[config.mk]
export PLATFORM = sky130hd
export DESIGN_NAME = rggen_external_apb_bridge
export DESIGN_NICKNAME = d
export VERILOG_FILES = /design/src/rtl/rggen_external_apb_bridge.sv
export SDC_FILE = /design/constraint.sdc
export NUM_CORES = 1
export LEC_CHECK = 0
export ABC_AREA = 1
export BUFFER_PORTS_ARGS = -buffer_cell sky130_fd_sc_hd__buf_4
export CORE_ASPECT_RATIO = 1.25
export CORE_MARGIN = 10
export CORE_UTILIZATION = 49
export DETAILED_ROUTE_END_ITERATION = 6
export HOLD_SLACK_MARGIN = 0.1
export PLACE_DENSITY = 0.84
export SLEW_MARGIN = 20
export SYNTH_ARGS = -nofsm -noshare
export SYNTH_HDL_FRONTEND = slang
export SYNTH_SLANG_ARGS = --single-unit
export TNS_END_PERCENT = 1
[constraint.sdc]
create_clock -name i_clk -period 3.2 [get_ports i_clk]
set_input_delay 0 -clock i_clk [delete_from_list [all_inputs] [get_ports i_clk]]
set_output_delay 0 -clock i_clk [all_outputs]
set_load 0.005 [all_outputs]
[src/rtl/rggen_external_apb_bridge.sv]
// Bridges one registered external-window request into a single APB4 master transfer and
// returns a one-cycle ready pulse. Optional ACCESS timeout: RGGEN_EXTERNAL_APB_TIMEOUT_EN.
module rggen_external_apb_bridge #(
  parameter int unsigned ADDRESS_WIDTH  = 8,
  parameter int unsigned BUS_WIDTH      = 32,
  parameter int unsigned STROBE_WIDTH   = BUS_WIDTH / 8,
  parameter logic [2:0]  PPROT_VALUE    = 3'b000,
  parameter int unsigned TIMEOUT_CYCLES = 255
) (
  input  logic                     i_clk,
  input  logic                     i_rst_n,
  input  logic                     i_external_valid,
  input  logic [1:0]               i_external_access,
  input  logic [ADDRESS_WIDTH-1:0] i_external_address,
  input  logic [BUS_WIDTH-1:0]     i_external_data,
  input  logic [STROBE_WIDTH-1:0]  i_external_strobe,
  output logic                     o_external_ready,
  output logic [1:0]               o_external_status,
  output logic [BUS_WIDTH-1:0]     o_external_data,
  output logic                     o_psel,
  output logic                     o_penable,
  output logic [ADDRESS_WIDTH-1:0] o_paddr,
  output logic [2:0]               o_pprot,
  output logic                     o_pwrite,
  output logic [BUS_WIDTH-1:0]     o_pwdata,
  output logic [STROBE_WIDTH-1:0]  o_pstrb,
  input  logic                     i_pready,
  input  logic [BUS_WIDTH-1:0]     i_prdata,
  input  logic                     i_pslverr
);

  typedef enum logic [1:0] {StIdle, StSetup, StAccess, StResponse} state_e;

  state_e                   state_q, state_d;
  logic                     psel_q, psel_d;
  logic                     penable_q, penable_d;
  logic [ADDRESS_WIDTH-1:0] paddr_q, paddr_d;
  logic                     pwrite_q, pwrite_d;
  logic [BUS_WIDTH-1:0]     pwdata_q, pwdata_d;
  logic [STROBE_WIDTH-1:0]  pstrb_q, pstrb_d;
  logic                     ready_q, ready_d;
  logic [1:0]               status_q, status_d;
  logic [BUS_WIDTH-1:0]     rdata_q, rdata_d;
  logic                     timeout;

  // Only bit 0 of the access code matters to APB.
  logic unused_access;
  assign unused_access = i_external_access[1];

`ifdef RGGEN_EXTERNAL_APB_TIMEOUT_EN
  logic [15:0] wait_cnt_q, wait_cnt_d;

  // Terminate on the cycle the count would reach the limit; PREADY wins a tie.
  assign timeout = !i_pready && (({1'b0, wait_cnt_q} + 17'd1) == 17'(TIMEOUT_CYCLES));

  always_comb begin
    wait_cnt_d = wait_cnt_q;
    if (state_q == StSetup) begin
      wait_cnt_d = '0;
    end else if (state_q == StAccess && !i_pready) begin
      wait_cnt_d = wait_cnt_q + 16'd1;
    end
  end

  always_ff @(posedge i_clk or negedge i_rst_n) begin
    if (!i_rst_n) begin
      wait_cnt_q <= '0;
    end else begin
      wait_cnt_q <= wait_cnt_d;
    end
  end
`else
  logic [15:0] unused_timeout_cycles;
  assign unused_timeout_cycles = 16'(TIMEOUT_CYCLES);
  assign timeout = 1'b0;
`endif

  always_comb begin
    state_d   = state_q;
    psel_d    = psel_q;
    penable_d = penable_q;
    paddr_d   = paddr_q;
    pwrite_d  = pwrite_q;
    pwdata_d  = pwdata_q;
    pstrb_d   = pstrb_q;
    ready_d   = 1'b0;
    status_d  = status_q;
    rdata_d   = rdata_q;
    unique case (state_q)
      StIdle: begin
        if (i_external_valid) begin
          paddr_d  = i_external_address;
          pwrite_d = i_external_access[0];
          pwdata_d = i_external_access[0] ? i_external_data : '0;
          pstrb_d  = i_external_access[0] ? i_external_strobe : '0;
          psel_d   = 1'b1;
          state_d  = StSetup;
        end
      end
      StSetup: begin
        penable_d = 1'b1;
        state_d   = StAccess;
      end
      StAccess: begin
        if (i_pready || timeout) begin
          psel_d    = 1'b0;
          penable_d = 1'b0;
          ready_d   = 1'b1;
          state_d   = StResponse;
          if (i_pready) begin
            status_d = i_pslverr ? 2'b10 : 2'b00;
            rdata_d  = pwrite_q ? '0 : i_prdata;
          end else begin
            status_d = 2'b10;
            rdata_d  = '0;
          end
        end
      end
      StResponse: begin
        state_d = StIdle;
      end
      default: begin
        state_d = StIdle;
      end
    endcase
  end

  always_ff @(posedge i_clk or negedge i_rst_n) begin
    if (!i_rst_n) begin
      state_q   <= StIdle;
      psel_q    <= 1'b0;
      penable_q <= 1'b0;
      paddr_q   <= '0;
      pwrite_q  <= 1'b0;
      pwdata_q  <= '0;
      pstrb_q   <= '0;
      ready_q   <= 1'b0;
      status_q  <= 2'b00;
      rdata_q   <= '0;
    end else begin
      state_q   <= state_d;
      psel_q    <= psel_d;
      penable_q <= penable_d;
      paddr_q   <= paddr_d;
      pwrite_q  <= pwrite_d;
      pwdata_q  <= pwdata_d;
      pstrb_q   <= pstrb_d;
      ready_q   <= ready_d;
      status_q  <= status_d;
      rdata_q   <= rdata_d;
    end
  end

  assign o_external_ready  = ready_q;
  assign o_external_status = status_q;
  assign o_external_data   = rdata_q;
  assign o_psel            = psel_q;
  assign o_penable         = penable_q;
  assign o_paddr           = paddr_q;
  assign o_pprot           = PPROT_VALUE;
  assign o_pwrite          = pwrite_q;
  assign o_pwdata          = pwdata_q;
  assign o_pstrb           = pstrb_q;

endmodule

---- Word-level counts from Yosys, hierarchy flattened ----
Cells that the tools add are included.
cells by class
  eq/ne operators ......................... 5
  multiplexer cells ....................... 13
  reduce and logical (&&, ||, !) cells .... 8
operator list
  kind                  count
  $mux W32              2
  $pmux W2 S4           1
  $reduce_and A2 Y1     4
  $mux W2               3
  $eq A2 B2 Y1 const B  2
  $mux W1               4
  $mux W4               1
  $ne A2 B2 Y1 const B  2
  $pmux W1 S2           2
  $reduce_bool A2 Y1    2
  $reduce_and A3 Y1     1
  $eq A2 B1 Y1 const B  1
  $logic_not A2 Y1      1
storage, ports and cells
  flip-flop bits (word level) ............. 84
  input port bits ......................... 83
  word-level logic and storage cells ...... 36

---- Logic depth before layout (Yosys ltp) ----
Gate-level depths: netlist (run 1).
  depth in word-level cells ............... 3
  depth in mapped cells ................... 7

---- Worst setup path after synthesis (run 1) ----
No wires, ideal clock.
  kind .................................... reg-to-reg
  start point ............................. reg state_q[0]
  end point ............................... reg rdata_q[0] (netlist: o_external_data[0])
  data arrival time ....................... 1.129 ns
  slack ................................... 1.945 ns
  cell stages (with the launch flop) ...... 8
  buffers on the path ..................... 2
  clock period less this slack ............ 1.255 ns
  cell sequence ........................... dfrtp_1 -> inv_1 -> ha_1 -> nand2_2 -> buf_6 -> buf_6 -> nand2_1 -> o21ai_0
on the way
  word-level cells in the longest chain between the ends .. 2
RTL lines
  element                             line  RTL
  start, declared                     34    state_e state_q, state_d;
  start signal, assigned              130   state_q <= StIdle;
  start signal, assigned              141   state_q <= state_d;
  $eq A2 B2 Y1                        89    unique case (state_q)
  $reduce_and A2 Y1 (no source line)  -
  end signal, assigned                150   rdata_q <= rdata_d;
  end, declared                       43    logic [BUS_WIDTH-1:0] rdata_q, rdata_d;
Every way passes these cells.
A chain may end at the register's enable or synchronous reset.

---- Final worst setup path (run 1) ----
  start point ............................. reg state_q[1]
  end point ............................... reg pwdata_q[6] (netlist: o_pwdata[6])
on the way
  word-level cells in the longest chain between the ends .. 2
RTL lines
  element                             line  RTL
  $logic_not A2 Y1                    89
  $reduce_and A2 Y1 (no source line)  -
  end signal, assigned                146   pwdata_q <= pwdata_d;
  end, declared                       39    logic [BUS_WIDTH-1:0] pwdata_q, pwdata_d;
Every way passes these cells.

==> results of run 1 <==
[area by class of cell]
| class | instances | area, um^2 | area share [%] |
|---|---|---|---|
| Clock inverter | 5 | 125.1 | 2.067 |
| Clock buffer | 10 | 137.6 | 2.273 |
| Antenna cell | 2 | 5.005 | 0.08266 |
| Multi-Input combinational cell | 265 | 1171 | 19.34 |
| Timing Repair Buffer | 279 | 2389 | 39.45 |
| Tap cell | 90 | 112.6 | 1.860 |
| Inverter | 10 | 37.54 | 0.6200 |
| Sequential cell | 83 | 2077 | 34.30 |
[cell families (layout without fill, tap and decap cells)]
kind of cell | Yosys count | in the layout | synth area share [%]
and+or+nand+nor | 184 | 184 | 20.28
other | 1 | 6 | 0.1087
DFF | 83 | 83 | 60.23
AOI/OAI and AO/OA | 72 | 72 | 11.28
adders and majority gates | 5 | 5 | 1.814
buffers and inverters | 36 | 304 | 6.277
[registers in the layout (all words and copies together) (netlist names)]
name               cells
o_external_ready       1
o_penable              1
o_pwdata              32
o_external_data       32
o_pwrite               1
o_external_status      1
o_paddr                8
o_pstrb                4
state_q                2
o_psel                 1
[power groups by stage]
stage	registers [mW]	logic, mW	clock network, mW
finish	1.87	2.10	0.996
floorplan	1.84	0.832	0
global route	1.91	2.31	1.05
global placement	1.79	1.80	0
CTS	1.80	1.99	0.986
detailed placement	1.81	1.86	0
[synth_stat cells]
| library cell | n |
|---|---|
| buf_2 | 11 |
| buf_4 | 8 |
| buf_6 | 5 |
| clkbuf_1 | 2 |
| conb_1 | 1 |
| dfrtp_1 | 83 |
| ha_1 | 5 |
| inv_1 | 9 |
| inv_2 | 1 |
| nand2_1 | 178 |
| nand2_2 | 2 |
| nand3_1 | 3 |
| nor2_1 | 1 |
| o211ai_1 | 1 |
| o21ai_0 | 27 |
| o21ai_1 | 37 |
| o21ai_2 | 7 |
[critical path: stages, from the launching register on]
cell and delay (ns):
dfrtp_1 0.41, inv_1 0.10, ha_1 0.23, nand2_2 0.28
buf_4 0.58, nand2_1 0.16, o21ai_1 0.15
[metal layers]
| layer | track usage, % | part of all wire [%] |
|---|---|---|
| met3 | 9.993 | 12 |
| met1 | 29.73 | 38 |
| met5 | 0 | 0 |
| met4 | 10.30 | 3.0 |
| met2 | 39.68 | 47 |
[worst max path at each step]
stage	start	endpoint	depth (start not counted)	slack, ns
finish	state_q[1]	o_pwdata[6]	6	1.18
global route	state_q[1]	o_pwdata[10]	6	1.00
CTS	state_q[0]	o_external_data[31]	4	1.27
detailed placement	state_q[0]	o_external_data[31]	4	1.28
global placement	state_q[0]	o_external_data[2]	4	1.35
floorplan	state_q[0]	o_external_data[0]	7	1.94
==> flow_metrics.env, run 1 <==
export IMPL_power_leakage_nw=3.078
export IMPL_antenna_found_initial=2
export IMPL_final_cell_area_um2=6055
export IMPL_dieArea_um2=10810
export IMPL_min_to="o_pwrite"
export IMPL_hold_buffers=116
export IMPL_power_density_nw_per_um2=820.3
export IMPL_root_buffer="clkbuf_8"
export IMPL_drtPass1Iterations=5
export IMPL_post_cts_buffers=0
export IMPL_rows=34
export IMPL_worst_slack_ns=1.179
export IMPL_gp_congestion=0.7560
export IMPL_cts_buffer_depth=2
export IMPL_max_slew_margin_pct=33.92
export IMPL_synthTopCellsByArea="dfrtp_1 (60%), nand2_1 (19%), o21ai_1 (5.4%), o21ai_0 (3.9%), ha_1 (1.8%)"
export IMPL_intPower_mw=3.193
export IMPL_grt_use_total_pct=25.12
export IMPL_drive_gt1_share_pct=28.83
export IMPL_drt_iter0_drc=247
export IMPL_wire_per_inst_um=18.18
export IMPL_hold_start="i_external_access[0]"
export IMPL_hold_class="in -> reg"
export IMPL_fp_dieW_um=95.03
export IMPL_rsz0062_at_grt="no"
export IMPL_synth_top_area_share_pct=60.23
export IMPL_grt_max_degree=84
export IMPL_clock_sinks=83
export IMPL_syn_mean_instance_area_um2=9.051
export IMPL_r2r_start="state_q[1]"
export IMPL_crit_path_start_kind="flop"
export IMPL_syn_area_um2=3448
export IMPL_tightest_slew_ns=0.9901
export IMPL_num_fill_cells=329
export IMPL_combinationalPowerShare_pct=42.3
export IMPL_place_ws_ns=1.283
export IMPL_post_route_period_util_pct=63.15
export IMPL_final_cells=744
export IMPL_nNetsFinal=736
export IMPL_reg2reg_depth=6
export IMPL_final_cell_mix="nand2_1 (178), buf_4 (162), dlygate4sd3_1 (116)"
export IMPL_ys_ff_latch=83
export IMPL_power_mw=4.967
export IMPL_synth_cells=381
export IMPL_io_pins=168
export IMPL_vias=3786
export IMPL_grt_first_pass_wirelength_mm=21.42
export IMPL_reg2reg_slack_ns=1.18
export IMPL_drc=0
export IMPL_dp_hpwl_mm=6.886
export IMPL_htreeDepth=3
export IMPL_seq_power_share_pct=37.7
export IMPL_slew_viol_final=0
export IMPL_final_common_cell="nand2_1"
export IMPL_clk_insertion_delay_late_ns=0.35
export IMPL_timing_fmax_ghz=0.4948
export IMPL_period_minus_slack_ns=2.021
export IMPL_switching_share_pct=35.72
export IMPL_placed_area_um2=4617
export IMPL_finalWirelength_mm=13.53
export IMPL_seq_area_frac_synth_pct=60.23
export IMPL_clock_skew_ns=0.01906
export IMPL_crit_type="reg -> reg"
export IMPL_die_y_um=113.8
export IMPL_arrival_ns=2.28
export IMPL_yosysWarnings=0
export IMPL_synthDistinctLibCells=17
export IMPL_outcome="finished, final reports clean"
export IMPL_ant_nets=0
export IMPL_rr_endpoint="o_pwdata[6]"
export IMPL_via_per_inst=5.089
export IMPL_portBuffers=162
export IMPL_peakVddDrop_v=0.0005528
export IMPL_cts_tree="yes"
export IMPL_fin_setup_tns_ns=0
export IMPL_path_max_fanout=66
export IMPL_grt_pass1_vias=4103
export IMPL_coreArea_um2=6892
export IMPL_dp_cells=611
export IMPL_cap_violations=0
export IMPL_clkPwrFrac_pct=20.1
export IMPL_hold_path_depth=3
export IMPL_areaGrowthSynthToFinish_pct=75.58
export IMPL_post_cts_resize_count=0
export IMPL_switchingPower_mw=1.774
export IMPL_synth_top_area_cell="dfrtp_1"
export IMPL_holdWs_ns=0.1598
export IMPL_setup_viol=0
export IMPL_grt_overflow=0
export IMPL_required_ns=3.46
export IMPL_start_util_pct=50.04
export IMPL_hold_viol_final=0
export IMPL_clk_pin_slew_ns=0.09
export IMPL_cts_buffers=9
export IMPL_cp_end_kind="flop"
export IMPL_finalCoreUtilization_pct=87.85
Note: power is estimated with default switching activity, not from simulation.
==> run 2, diff against run 1 <==
- CORE_UTILIZATION: 49 -> 46
- PLACE_DENSITY: 0.84 -> 0.8
- clock period: 3.2 -> 1.9 ns (I/O delays scaled with it)
==> run 2 against run 1 <==
First-iteration DRC count rose by 17%; clock skew fell by 0.0084 ns; register-to-register slack got worse by 1.0 ns; utilization fell by 4.3 points; total power rose by 70%; via count rose by 1.9%; largest cell class unchanged.
==> flow_metrics.env, run 2 (synthesis results as in run 1) <==
export IMPL_crit_top_cell="nand2_1"
export IMPL_hold_start="i_external_access[0]"
export IMPL_ant_nets=0
export IMPL_clock_sinks=83
export IMPL_drive_gt1_share_pct=29.76
export IMPL_crit_type="reg -> reg"
export IMPL_setup_viol=0
export IMPL_drc=0
export IMPL_place_ws_ns=0.3030
export IMPL_arrival_ns=1.97
export IMPL_grt_first_pass_wirelength_mm=22.34
export IMPL_holdWs_ns=0.1330
export IMPL_io_pins=168
export IMPL_power_mw=8.463
export IMPL_r2r_start="state_q[0]"
export IMPL_post_route_period_util_pct=91.05
export IMPL_areaGrowthSynthToFinish_pct=78.23
export IMPL_hold_class="in -> reg"
export IMPL_cts_tree="yes"
export IMPL_final_common_cell="nand2_1"
export IMPL_gp_congestion=0.8186
export IMPL_worst_slack_ns=0.1701
export IMPL_clk_pin_slew_ns=0.08
export IMPL_via_per_inst=5.109
export IMPL_vias=3857
export IMPL_cap_violations=0
export IMPL_wire_per_inst_um=18.62
export IMPL_finalWirelength_mm=14.06
export IMPL_finalCoreUtilization_pct=83.54
export IMPL_crit_chain="inv_1 > ha_2 > nand2_1 > nand3_1 > dlygate4sd3_1 > nand2_1"
export IMPL_num_fill_cells=381
export IMPL_post_cts_buffers=0
export IMPL_drt_iter0_drc=289
export IMPL_period_minus_slack_ns=1.730
export IMPL_grt_pass1_vias=4321
export IMPL_clock_skew_ns=0.01069
export IMPL_path_max_fanout=4
export IMPL_peakVddDrop_v=0.0009817
export IMPL_hold_viol_final=0
export IMPL_cp_slowest_cell="dlygate4sd3_1"
export IMPL_portBuffers=162
export IMPL_rows=35
export IMPL_cts_buffers=9
export IMPL_min_to="o_pwrite"
export IMPL_slowest_delay_ns=0.55
export IMPL_fin_setup_tns_ns=0
export IMPL_slew_viol_final=0
export IMPL_fp_dieW_um=97.44
export IMPL_outcome="finished, final reports clean"
export IMPL_htreeDepth=3
export IMPL_root_buffer="clkbuf_8"
export IMPL_rsz0062_at_grt="no"
export IMPL_reg2reg_depth=6
export IMPL_dieArea_um2=11380
export IMPL_power_density_nw_per_um2=1377
export IMPL_grt_overflow=0
export IMPL_coreArea_um2=7357
export IMPL_grt_max_degree=47
export IMPL_reg2reg_slack_ns=0.17
export IMPL_die_y_um=116.8
export IMPL_crit_path_start_kind="flop"
export IMPL_cts_buffer_depth=2
export IMPL_nNetsFinal=745
export IMPL_antenna_found_initial=0
export IMPL_rr_endpoint="state_q[1]"
export IMPL_power_leakage_nw=3.116
export IMPL_start_util_pct=46.87
export IMPL_cp_end_kind="flop"
export IMPL_dp_hpwl_mm=7.415
export IMPL_grt_use_total_pct=24.42
export IMPL_required_ns=2.14
export IMPL_final_cell_mix="nand2_1 (178), buf_4 (169), dlygate4sd3_1 (117)"
export IMPL_drtPass1Iterations=5
export IMPL_timing_fmax_ghz=0.5781
export IMPL_hold_path_depth=3
export IMPL_clk_insertion_delay_late_ns=0.35
## run 2: cell count changes in the layout (fill, tap and decap cells not counted), sizes merged
cell / before / now
buf: 163 / 171
clkinv: 1 / 2
diode: 2 / 1
dlygate4sd3: 116 / 117
## run 2: area by class of cell
type / instances / area (um^2) / share of cell area (%)
Timing Repair Buffer: 288 / 2480 / 40.35
Sequential cell: 83 / 2077 / 33.79
Multi-Input combinational cell: 265 / 1169 / 19.01
Clock inverter: 6 / 137.6 / 2.239
Clock buffer: 10 / 127.6 / 2.077
Tap cell: 92 / 115.1 / 1.873
Inverter: 10 / 37.54 / 0.6107
Antenna cell: 1 / 2.502 / 0.04072
## run 2: per-stage QoR
step,instance area (um^2),cells
after floorplan,3460,384
after global placement,4705,621
after detailed placement,4705,621
after CTS,6141,754
after global routing,6143,754
final,6146,755
## run 2: worst max path at each step
stage                           from                 end  slack, ns  depth (start not counted)
after floorplan           state_q[0]  o_external_data[0]       0.64                          7
after global placement    state_q[1]        o_pwdata[13]       0.39                          5
after detailed placement  state_q[0]        o_pwdata[16]       0.30                          6
after CTS                 state_q[0]          state_q[1]       0.19                          6
after global routing      state_q[0]          state_q[1]       0.03                          6
final                     state_q[0]          state_q[1]       0.17                          6
## run 2: power by group
group          switching (mW)  internal (mW)  leakage, nW
logic                    1.83           1.83         1.91
clock network           0.646           1.01        0.131
registers               0.560           2.59         1.07
total                    3.03           5.43         3.12
## run 2: per-layer routing
metal / track usage (%) / vias up / share of wire, %
li1: - / 1746 / -
met1: 26.30 / 1830 / 37
met2: 41.15 / 227 / 49
met3: 8.749 / 54 / 9.1
met4: 13.98 / 0 / 4.5
met5: 0 / - / 0
## run 2: worst max-delay path, delay by kind of cell, from the launching register on
kind / cells / cell delay (ns)
AND/OR/NAND/NOR: 3 / 0.28
adder cells (fa/ha/maj): 1 / 0.23
buffers and inverters: 2 / 0.70
flip-flops: 1 / 0.42
## run 2: repair_timing
action	in CTS	in global routing
endpoints found under the hold margin	163	0
hold buffers	117	0
resized for setup	0	1
endpoints found under the setup margin	0	1
==> run 3, diff against run 2 <==
- RECOVER_POWER: not set -> 50
==> run 3 against run 2 <==
Via count is 0.44% lower; clock skew hardly changed; die area stayed put; largest cell class unchanged; largest power group unchanged; highest routed layer unchanged.
==> flow_metrics.env, run 3 (synthesis results as in run 1) <==
export IMPL_tightest_slew_ns=0.9392
export IMPL_clock_skew_ns=0.01097
export IMPL_grt_pass1_vias=4321
export IMPL_dieArea_um2=11380
export IMPL_htreeDepth=3
export IMPL_via_per_inst=5.086
export IMPL_post_cts_buffers=0
export IMPL_wire_per_inst_um=18.57
export IMPL_path_max_fanout=4
export IMPL_drc=0
export IMPL_die_y_um=116.8
export IMPL_outcome="finished, final reports clean"
export IMPL_drive_gt1_share_pct=25.68
export IMPL_worstPathBufferInverterCount=2
export IMPL_nNetsFinal=745
export IMPL_dp_hpwl_mm=7.415
export IMPL_io_pins=168
export IMPL_num_fill_cells=421
export IMPL_gp_congestion=0.8186
export IMPL_fp_dieW_um=97.44
export IMPL_cp_end_kind="flop"
export IMPL_clk_insertion_delay_late_ns=0.35
export IMPL_power_leakage_nw=2.992
export IMPL_post_route_period_util_pct=90.94
export IMPL_peakVddDrop_v=0.0009737
export IMPL_max_slew_margin_pct=37.38
export IMPL_crit_top_cell="nand2_1"
export IMPL_cp_slowest_cell="dlygate4sd3_1"
export IMPL_grt_first_pass_wirelength_mm=22.34
export IMPL_crit_path_start_kind="flop"
export IMPL_portBuffers=162
export IMPL_start_util_pct=46.87
export IMPL_hold_class="in -> reg"
export IMPL_grt_max_degree=47
export IMPL_path_delay_family="buffers and inverters"
export IMPL_fin_setup_tns_ns=0
export IMPL_clk_pin_slew_ns=0.08
export IMPL_drt_iter0_drc=240
export IMPL_areaGrowthSynthToFinish_pct=74.85
export IMPL_hold_viol_final=0
export IMPL_cts_tree="yes"
export IMPL_grt_use_total_pct=24.42
export IMPL_grt_overflow=0
export IMPL_final_cell_mix="nand2_1 (178), dlygate4sd3_1 (117), buf_4 (112)"
export IMPL_holdWs_ns=0.1372
export IMPL_power_density_nw_per_um2=1360
export IMPL_crit_chain="inv_1 > ha_1 > nand2_1 > nand3_1 > dlygate4sd3_1 > nand2_1"
export IMPL_finalWirelength_mm=14.02
export IMPL_clock_sinks=83
export IMPL_crit_type="reg -> reg"
export IMPL_rsz0062_at_grt="no"
export IMPL_ant_nets=0
export IMPL_slew_viol_final=0
export IMPL_vias=3840
export IMPL_final_common_cell="nand2_1"
export IMPL_antenna_found_initial=0
export IMPL_cap_violations=0
export IMPL_drtPass1Iterations=4
export IMPL_timing_fmax_ghz=0.5788
export IMPL_setup_viol=0
export IMPL_period_minus_slack_ns=1.728
export IMPL_arrival_ns=1.96
export IMPL_cts_buffers=9
export IMPL_root_buffer="clkbuf_8"
export IMPL_required_ns=2.14
export IMPL_slowest_delay_ns=0.55
export IMPL_cts_buffer_depth=2
export IMPL_rows=35
export IMPL_coreArea_um2=7357
-- run 3: cell types whose count changed in the layout (fill, tap and decap cells not counted) --
cell      delta
clkbuf_1    +27
buf_12       -1
clkbuf_2     +1
clkbuf_4    +30
buf_4       -57
-- run 3: power by group --
| group | switching [mW] | leakage (nW) | internal (mW) |
|---|---|---|---|
| Combinational | 1.82 | 1.79 | 1.60 |
| Sequential | 0.545 | 1.07 | 2.59 |
| Clock | 0.645 | 0.131 | 1.01 |
-- run 3: per-stage QoR --
stage / std cells / area (um^2) / setup WS [ns] / utilization, % / total power, mW
2_1_floorplan: 384 / 3460 / 0.6448 / - / 4.498
3_3_place_gp: 621 / 4705 / 0.3912 / 63.95 / 6.167
3_5_place_dp: 621 / 4705 / 0.3030 / 63.95 / 6.317
4_1_cts: 754 / 6141 / 0.1928 / 83.47 / 8.199
5_1_grt: 754 / 6027 / 0.02648 / 81.92 / 8.772
6_report: 755 / 6030 / 0.1722 / 81.96 / 8.200
-- run 3: cell type report --
| class | count | area [um^2] | area share, % |
|---|---|---|---|
| Inverter | 10 | 37.54 | 0.6225 |
| Tap cell | 92 | 115.1 | 1.909 |
| Clock inverter | 6 | 137.6 | 2.283 |
| Timing Repair Buffer | 288 | 2364 | 39.20 |
| Sequential cell | 83 | 2077 | 34.45 |
| Antenna cell | 1 | 2.502 | 0.04150 |
| Clock buffer | 10 | 127.6 | 2.117 |
| Multi-Input combinational cell | 265 | 1169 | 19.38 |
-- run 3: path summary, 6_finish.rpt --
path | depth (start not counted) | end | from | slack, ns
hold reg to reg | 2 | o_psel | o_psel | 0.48
hold / removal | 3 | o_pwrite | i_external_access[0] | 0.14
max in group asynchronous | 3 | o_pwdata[18] | i_rst_n | 0.31
min in group asynchronous | 2 | o_pwdata[26] | i_rst_n | 0.34
setup reg to reg | 6 | state_q[1] | state_q[0] | 0.17
setup / recovery | 6 | state_q[1] | state_q[0] | 0.17
-- run 3: tightest hold or removal path, delay by kind of cell --
| family | cells | cell delay, ns |
|---|---|---|
| buf+inv | 1 | 0.24 |
| compound gates | 1 | 0.08 |
| simple gates | 1 | 0.11 |
-- run 3: routing by layer --
metal	wire length (um)	track usage (%)	vias up
li1	-	-	1744
met1	5220	26.30	1813
met2	6852	41.15	231
met3	1327	8.749	52
met4	624	13.98	0
met5	0	0	-
-- run 3: what timing repair did --
action | CTS | global route
setup endpoints to repair | 0 | 1
endpoints found under the hold margin | 163 | 0
hold buffers | 117 | 0
resized for setup | 0 | 1
